### config.mk
export PLATFORM = sky130hd
export DESIGN_NAME = fg_packet_sink
export DESIGN_NICKNAME = d
export VERILOG_FILES = /design/src/rtl/fg_packet_sink.sv
export SDC_FILE = /design/constraint.sdc
export NUM_CORES = 1
export LEC_CHECK = 0
export CAP_MARGIN = 20
export CORE_AREA = 3 3 176 178
export DETAILED_ROUTE_END_ITERATION = 10
export DIE_AREA = 0 0 179 181
export GPL_TIMING_DRIVEN = 0
export PLACE_DENSITY = 0.79
export SYNTH_ARGS = -nofsm -noshare
export SYNTH_HDL_FRONTEND = slang
export SYNTH_SLANG_ARGS = --single-unit
### constraint.sdc
create_clock -name clk -period 7.6 [get_ports clk]
set_input_delay 1.52 -clock clk [delete_from_list [all_inputs] [get_ports clk]]
set_output_delay 1.52 -clock clk [all_outputs]
set_load 0.1 [all_outputs]
### src/rtl/fg_packet_sink.sv
// Packet sink: takes a destination header followed by an AXI-stream payload and
// reports one descriptor (dest, byte length, error flags) per packet, plus running stats.
module fg_packet_sink #(
   parameter int DEST_WIDTH = 8,
   parameter int DATA_WIDTH = 64,
   parameter int KEEP_WIDTH = DATA_WIDTH / 8
) (
   input  logic                  clk,
   input  logic                  rst,

   input  logic                  input_hdr_valid,
   output logic                  input_hdr_ready,
   input  logic [DEST_WIDTH-1:0] input_hdr_dest,

   input  logic [DATA_WIDTH-1:0] input_payload_tdata,
   input  logic [KEEP_WIDTH-1:0] input_payload_tkeep,
   input  logic                  input_payload_tvalid,
   output logic                  input_payload_tready,
   input  logic                  input_payload_tlast,
   input  logic                  input_payload_tuser,

   output logic                  output_pd_valid,
   input  logic                  output_pd_ready,
   output logic [DEST_WIDTH-1:0] output_pd_dest,
   output logic [31:0]           output_pd_len,
   output logic [2:0]            output_pd_err,

   output logic                  busy,
   output logic [31:0]           packet_count,
   output logic [63:0]           byte_count,
   output logic [31:0]           error_count
);

   typedef enum logic [1:0] {
      IDLE    = 2'd0,
      PAYLOAD = 2'd1,
      REPORT  = 2'd2
   } state_t;

   state_t state, state_next;

   logic                  ready_en;
   logic [DEST_WIDTH-1:0] dest_q;
   logic [31:0]           len_q;
   logic [2:0]            err_q;

   logic                  hdr_fire;
   logic                  beat_fire;
   logic [31:0]           keep_bytes;
   logic [32:0]           len_sum;
   logic [31:0]           len_new;
   logic [KEEP_WIDTH:0]   keep_inc;
   logic                  keep_full;
   logic                  keep_contig;
   logic                  keep_bad;
   logic [2:0]            err_new;

   // Payload data is not inspected, only counted.
   logic unused_tdata;
   assign unused_tdata = ^input_payload_tdata;

   function automatic logic [31:0] popcount(input logic [KEEP_WIDTH-1:0] v);
      logic [31:0] n;
      n = '0;
      for (int i = 0; i < KEEP_WIDTH; i++) begin
         n = n + {31'd0, v[i]};
      end
      return n;
   endfunction

   assign hdr_fire  = input_hdr_valid && input_hdr_ready;
   assign beat_fire = input_payload_tvalid && input_payload_tready;

   assign keep_bytes = popcount(input_payload_tkeep);
   assign len_sum    = {1'b0, len_q} + {1'b0, keep_bytes};
   assign len_new    = len_sum[32] ? 32'hFFFF_FFFF : len_sum[31:0];

   // A mask is contiguous from bit 0 exactly when adding one clears every set bit.
   assign keep_inc    = {1'b0, input_payload_tkeep} + {{KEEP_WIDTH{1'b0}}, 1'b1};
   assign keep_full   = &input_payload_tkeep;
   assign keep_contig = (input_payload_tkeep != '0) &&
                        (({1'b0, input_payload_tkeep} & keep_inc) == '0);
   assign keep_bad    = input_payload_tlast ? !keep_contig : !keep_full;

   assign err_new = {err_q[2] | len_sum[32],
                     err_q[1] | keep_bad,
                     err_q[0] | (input_payload_tlast & input_payload_tuser)};

   // NOTE: every output of this block gets a default before the case so no latches are inferred.
   always_comb begin
      state_next           = state;
      input_hdr_ready      = 1'b0;
      input_payload_tready = 1'b0;
      output_pd_valid      = 1'b0;
      case (state)
         IDLE: begin
            input_hdr_ready = ready_en;
            if (input_hdr_valid && ready_en) state_next = PAYLOAD;
         end
         PAYLOAD: begin
            input_payload_tready = 1'b1;
            if (input_payload_tvalid && input_payload_tlast) state_next = REPORT;
         end
         REPORT: begin
            output_pd_valid = 1'b1;
            if (output_pd_ready) state_next = IDLE;
         end
         default: state_next = IDLE;
      endcase
   end

   assign busy = (state != IDLE);

   // NOTE: sequential state uses non-blocking assignments so all registers update from pre-edge values.
   always_ff @(posedge clk or posedge rst) begin
      if (rst) begin
         state    <= IDLE;
         ready_en <= 1'b0;
      end else begin
         state    <= state_next;
         ready_en <= 1'b1;
      end
   end

   always_ff @(posedge clk or posedge rst) begin
      if (rst) begin
         dest_q         <= '0;
         len_q          <= '0;
         err_q          <= '0;
         output_pd_dest <= '0;
         output_pd_len  <= '0;
         output_pd_err  <= '0;
         packet_count   <= '0;
         byte_count     <= '0;
         error_count    <= '0;
      end else begin
         if (hdr_fire) begin
            dest_q <= input_hdr_dest;
            len_q  <= '0;
            err_q  <= '0;
         end
         if (beat_fire) begin
            len_q <= len_new;
            err_q <= err_new;
            // Descriptor and stats are captured together on the closing beat.
            if (input_payload_tlast) begin
               output_pd_dest <= dest_q;
               output_pd_len  <= len_new;
               output_pd_err  <= err_new;
               packet_count   <= packet_count + 32'd1;
               byte_count     <= byte_count + {32'd0, len_new};
               if (|err_new) error_count <= error_count + 32'd1;
            end
         end
      end
   end

endmodule

==> out/qor.csv <==
metric,value,unit
hpwl dp,24300,um
Switch Pwr,1.90,mW
RSZ-0062 raised after global routing,yes,
period utilisation layout,97.5,%
vias,10300,
pre-CTS setup slack,-1170,ps
largest net degree at the start of global routing,110,
Initial Util,39.9,%
die area,0.0324,sq mm
synthesized area,0.0118,sq mm
Routed Antenna Nets,0,
Final Skew,16.2,ps
most frequent cells in the layout,"dfrtp_1, nand2_1, clkdlybuf4s50_1",
"Avg Cell Area, Syn",9.27,sq um
router iterations before antenna repair,5,
chip height,181,um
antenna cells,0,
maximum vdd drop,0.194,mV
asr flop ratio synth,100,%
pwr dens,286,mW/mm^2
Reg2Reg Depth,24,
num rows,63,
Hold WC Path Type,flop to flop,
Critical Path AT,7850,ps
placed cells,1860,
Syn Nets,1408,
crit start category,primary input,
crit-path max cell delay,520,ps
CTS H-tree lvls,1,
Chip Width,179,um
clock power share,28.2,%
gr ovfl total,0,
wire per inst,17.8,um
deepest clock path buffer count,3,
drt first-iter violations,657,
Max-Slew Margin vs Limit,29.0,%
critical path class,primary input to flop,
reg-to-reg startpoint,len_q[0],
Max Cap Viol,0,
CP Max Fanout,10,
sequential area share after synthesis,46.0,%
Max Fclk,0.135,GHz
first-pass GRT wire length,54900,um
reg2reg end,byte_count[49],
critical path's most frequent cell,fa_1,
Ys Warns,0,
hold bufs inserted after CTS,0,
Comb power frac,39.7,%
IO Port Bufs,197,
drt via density,5.36,
worst setup margin,191,ps
Final nets,1646,
Total GRT Usage,20.7,%
worst slew pin tran,1060,ps
Num CTS Buffers,25,
number of flops mapped to enable cells by yosys,0,
Area Overhead vs Synth,30.5,%
Post-Synthesis Cells,1272,
Post-Layout Cell Count,1917,
CP Data Required Time,8040,ps
# IOs,262,
power share of the sequential group,32.1,%
Placer Congestion,0.908,
"Hold Vio Cnt, Final",0,
Setup TNS Final,0,ps
Final Power,4.40,mW
vias in the first global route,10300,
Synth Register Bits,217,
Crit. Startpoint,input_payload_tkeep[3],
total core area,0.0296,sq mm
initial antenna violation count,0,
Tmin final,7410,ps
DRC viols,0,
CTS tree,done,
top_reg_cell synth,dfrtp_1,
flop-to-flop setup slack,1780,ps
clk root buf,clkbuf_16,
final slew viol count,0,
CTS Sinks,217,
Lkg Pwr,7.11,nW
Internal Pwr Total,2.50,mW
CP max-delay cell,fa_1,
outcome,"finished, final reports clean",
Yosys top cell area share,46.0,%
Synth cell types,66,
"commonest non-fill, non-tap cell in the layout",dfrtp_1,
Critical Path End Type,flop,
share of cells above drive strength 1,7.33,%
Final setup viols,0,
Hold WS,467,ps
Sw Ratio,43.2,%
largest cells by area after synthesis,"dfrtp_1, nand2_1, xnor2_1, xor2_1, ha_1",
DRT Wirelength,34100,um
crit path to,byte_count[49],
worst skew pair latency,530,ps
post-synth top area cell,dfrtp_1,
Clock Pin Slew Worst Setup and Hold Paths,60,ps
[power by group through the flow]
stage	Clock (mW)	Sequential, mW	Combinational [mW]
after floorplan	0	2.12	0.587
final	1.24	1.41	1.75
after global routing	1.31	1.43	1.86
after CTS	1.26	1.41	1.74
after global placement	0	1.43	1.68
after detailed placement	0	1.43	1.73
[worst max-delay path: cells and delay by family]
family,cells,cell delay (ps)
adder cells (fa/ha/maj),6,2370
buffers and inverters,7,1360
AO/OA/AOI/OAI,8,1750
XOR/XNOR,1,180
AND/OR/NAND/NOR,4,670
[layout make-up]
type,count,area (sq um)
repair buffers,210,2090
inverters,57,221
plain buffers,45,200
clock buffers,34,709
well taps,390,488
fillers,2629,14200
flip-flops and latches,217,5430
clock inverters,10,135
multi-input cells,954,6120
[routing by layer]
layer / share of wire, % / GRT usage [%] / vias up
li1: - / - / 4857
met1: 43 / 27.8 / 5023
met2: 46 / 33.3 / 333
met3: 7.4 / 4.83 / 63
met4: 3.2 / 6.23 / 0
met5: 0 / 0 / -
[sequential cells by signal, summed over array words and instances (netlist names)]
name,flops
byte_count,64
dest_q,8
err_q,3
error_count,32
len_q,32
output_pd_dest,8
output_pd_err,3
output_pd_len,32
packet_count,32
ready_en,1
state,2
[kinds of logic (layout without fill, tap and decap cells)]
kind of cell | count (synthesis) | after routing | synth area share, %
simple gates | 501 | 502 | 20.3
compound gates | 252 | 252 | 13.4
flops | 217 | 217 | 46.0
xor+xnor | 142 | 142 | 10.5
buf+inv | 102 | 356 | 3.42
fa+ha+maj | 49 | 49 | 5.58
mux | 8 | 8 | 0.711
other cells | 1 | 1 | 0.0318
[through the flow]
stage | utilization [%] | cell area [sq um]
2_1_floorplan | - | 11800
5_1_grt | 52.1 | 15400
3_5_place_dp | 48.3 | 14300
6_report | 52.1 | 15400
4_1_cts | 51.7 | 15300
3_3_place_gp | 48.2 | 14300
[timing repair]
| action | 4_1_cts | 5_1_grt |
|---|---|---|
| gates resized for setup | 23 | 21 |
| buffers inserted | 7 | 5 |
| setup endpoints to repair | 42 | 42 |
| cloned | 1 | 0 |
| pin swaps | 6 | 7 |
[how the worst min path moves through the flow]
stage                        start                 to  slack, ps  cells after the start
floorplan                dest_q[0]  output_pd_dest[0]        440                      2
global placement         dest_q[4]  output_pd_dest[4]        450                      2
detailed placement       dest_q[5]  output_pd_dest[5]        450                      2
CTS                      dest_q[5]  output_pd_dest[5]        470                      2
global route        byte_count[63]     byte_count[63]        490                      1
finish                   dest_q[5]  output_pd_dest[5]        470                      2
[cells in the mapped netlist, drive strengths merged (11+ instances only)]
cell type	count
nand4	30
a21oi	60
a21o	15
and3	32
nand2	212
buf	13
and2	12
inv	57
ha	43
o21ai	92
a211oi	11
a31oi	14
xnor2	74
nor3	16
nor2	98
dfrtp	217
nand3	61
xor2	68
clkbuf	32
o21a	12
No activity file was read; power rests on OpenSTA's default activity.
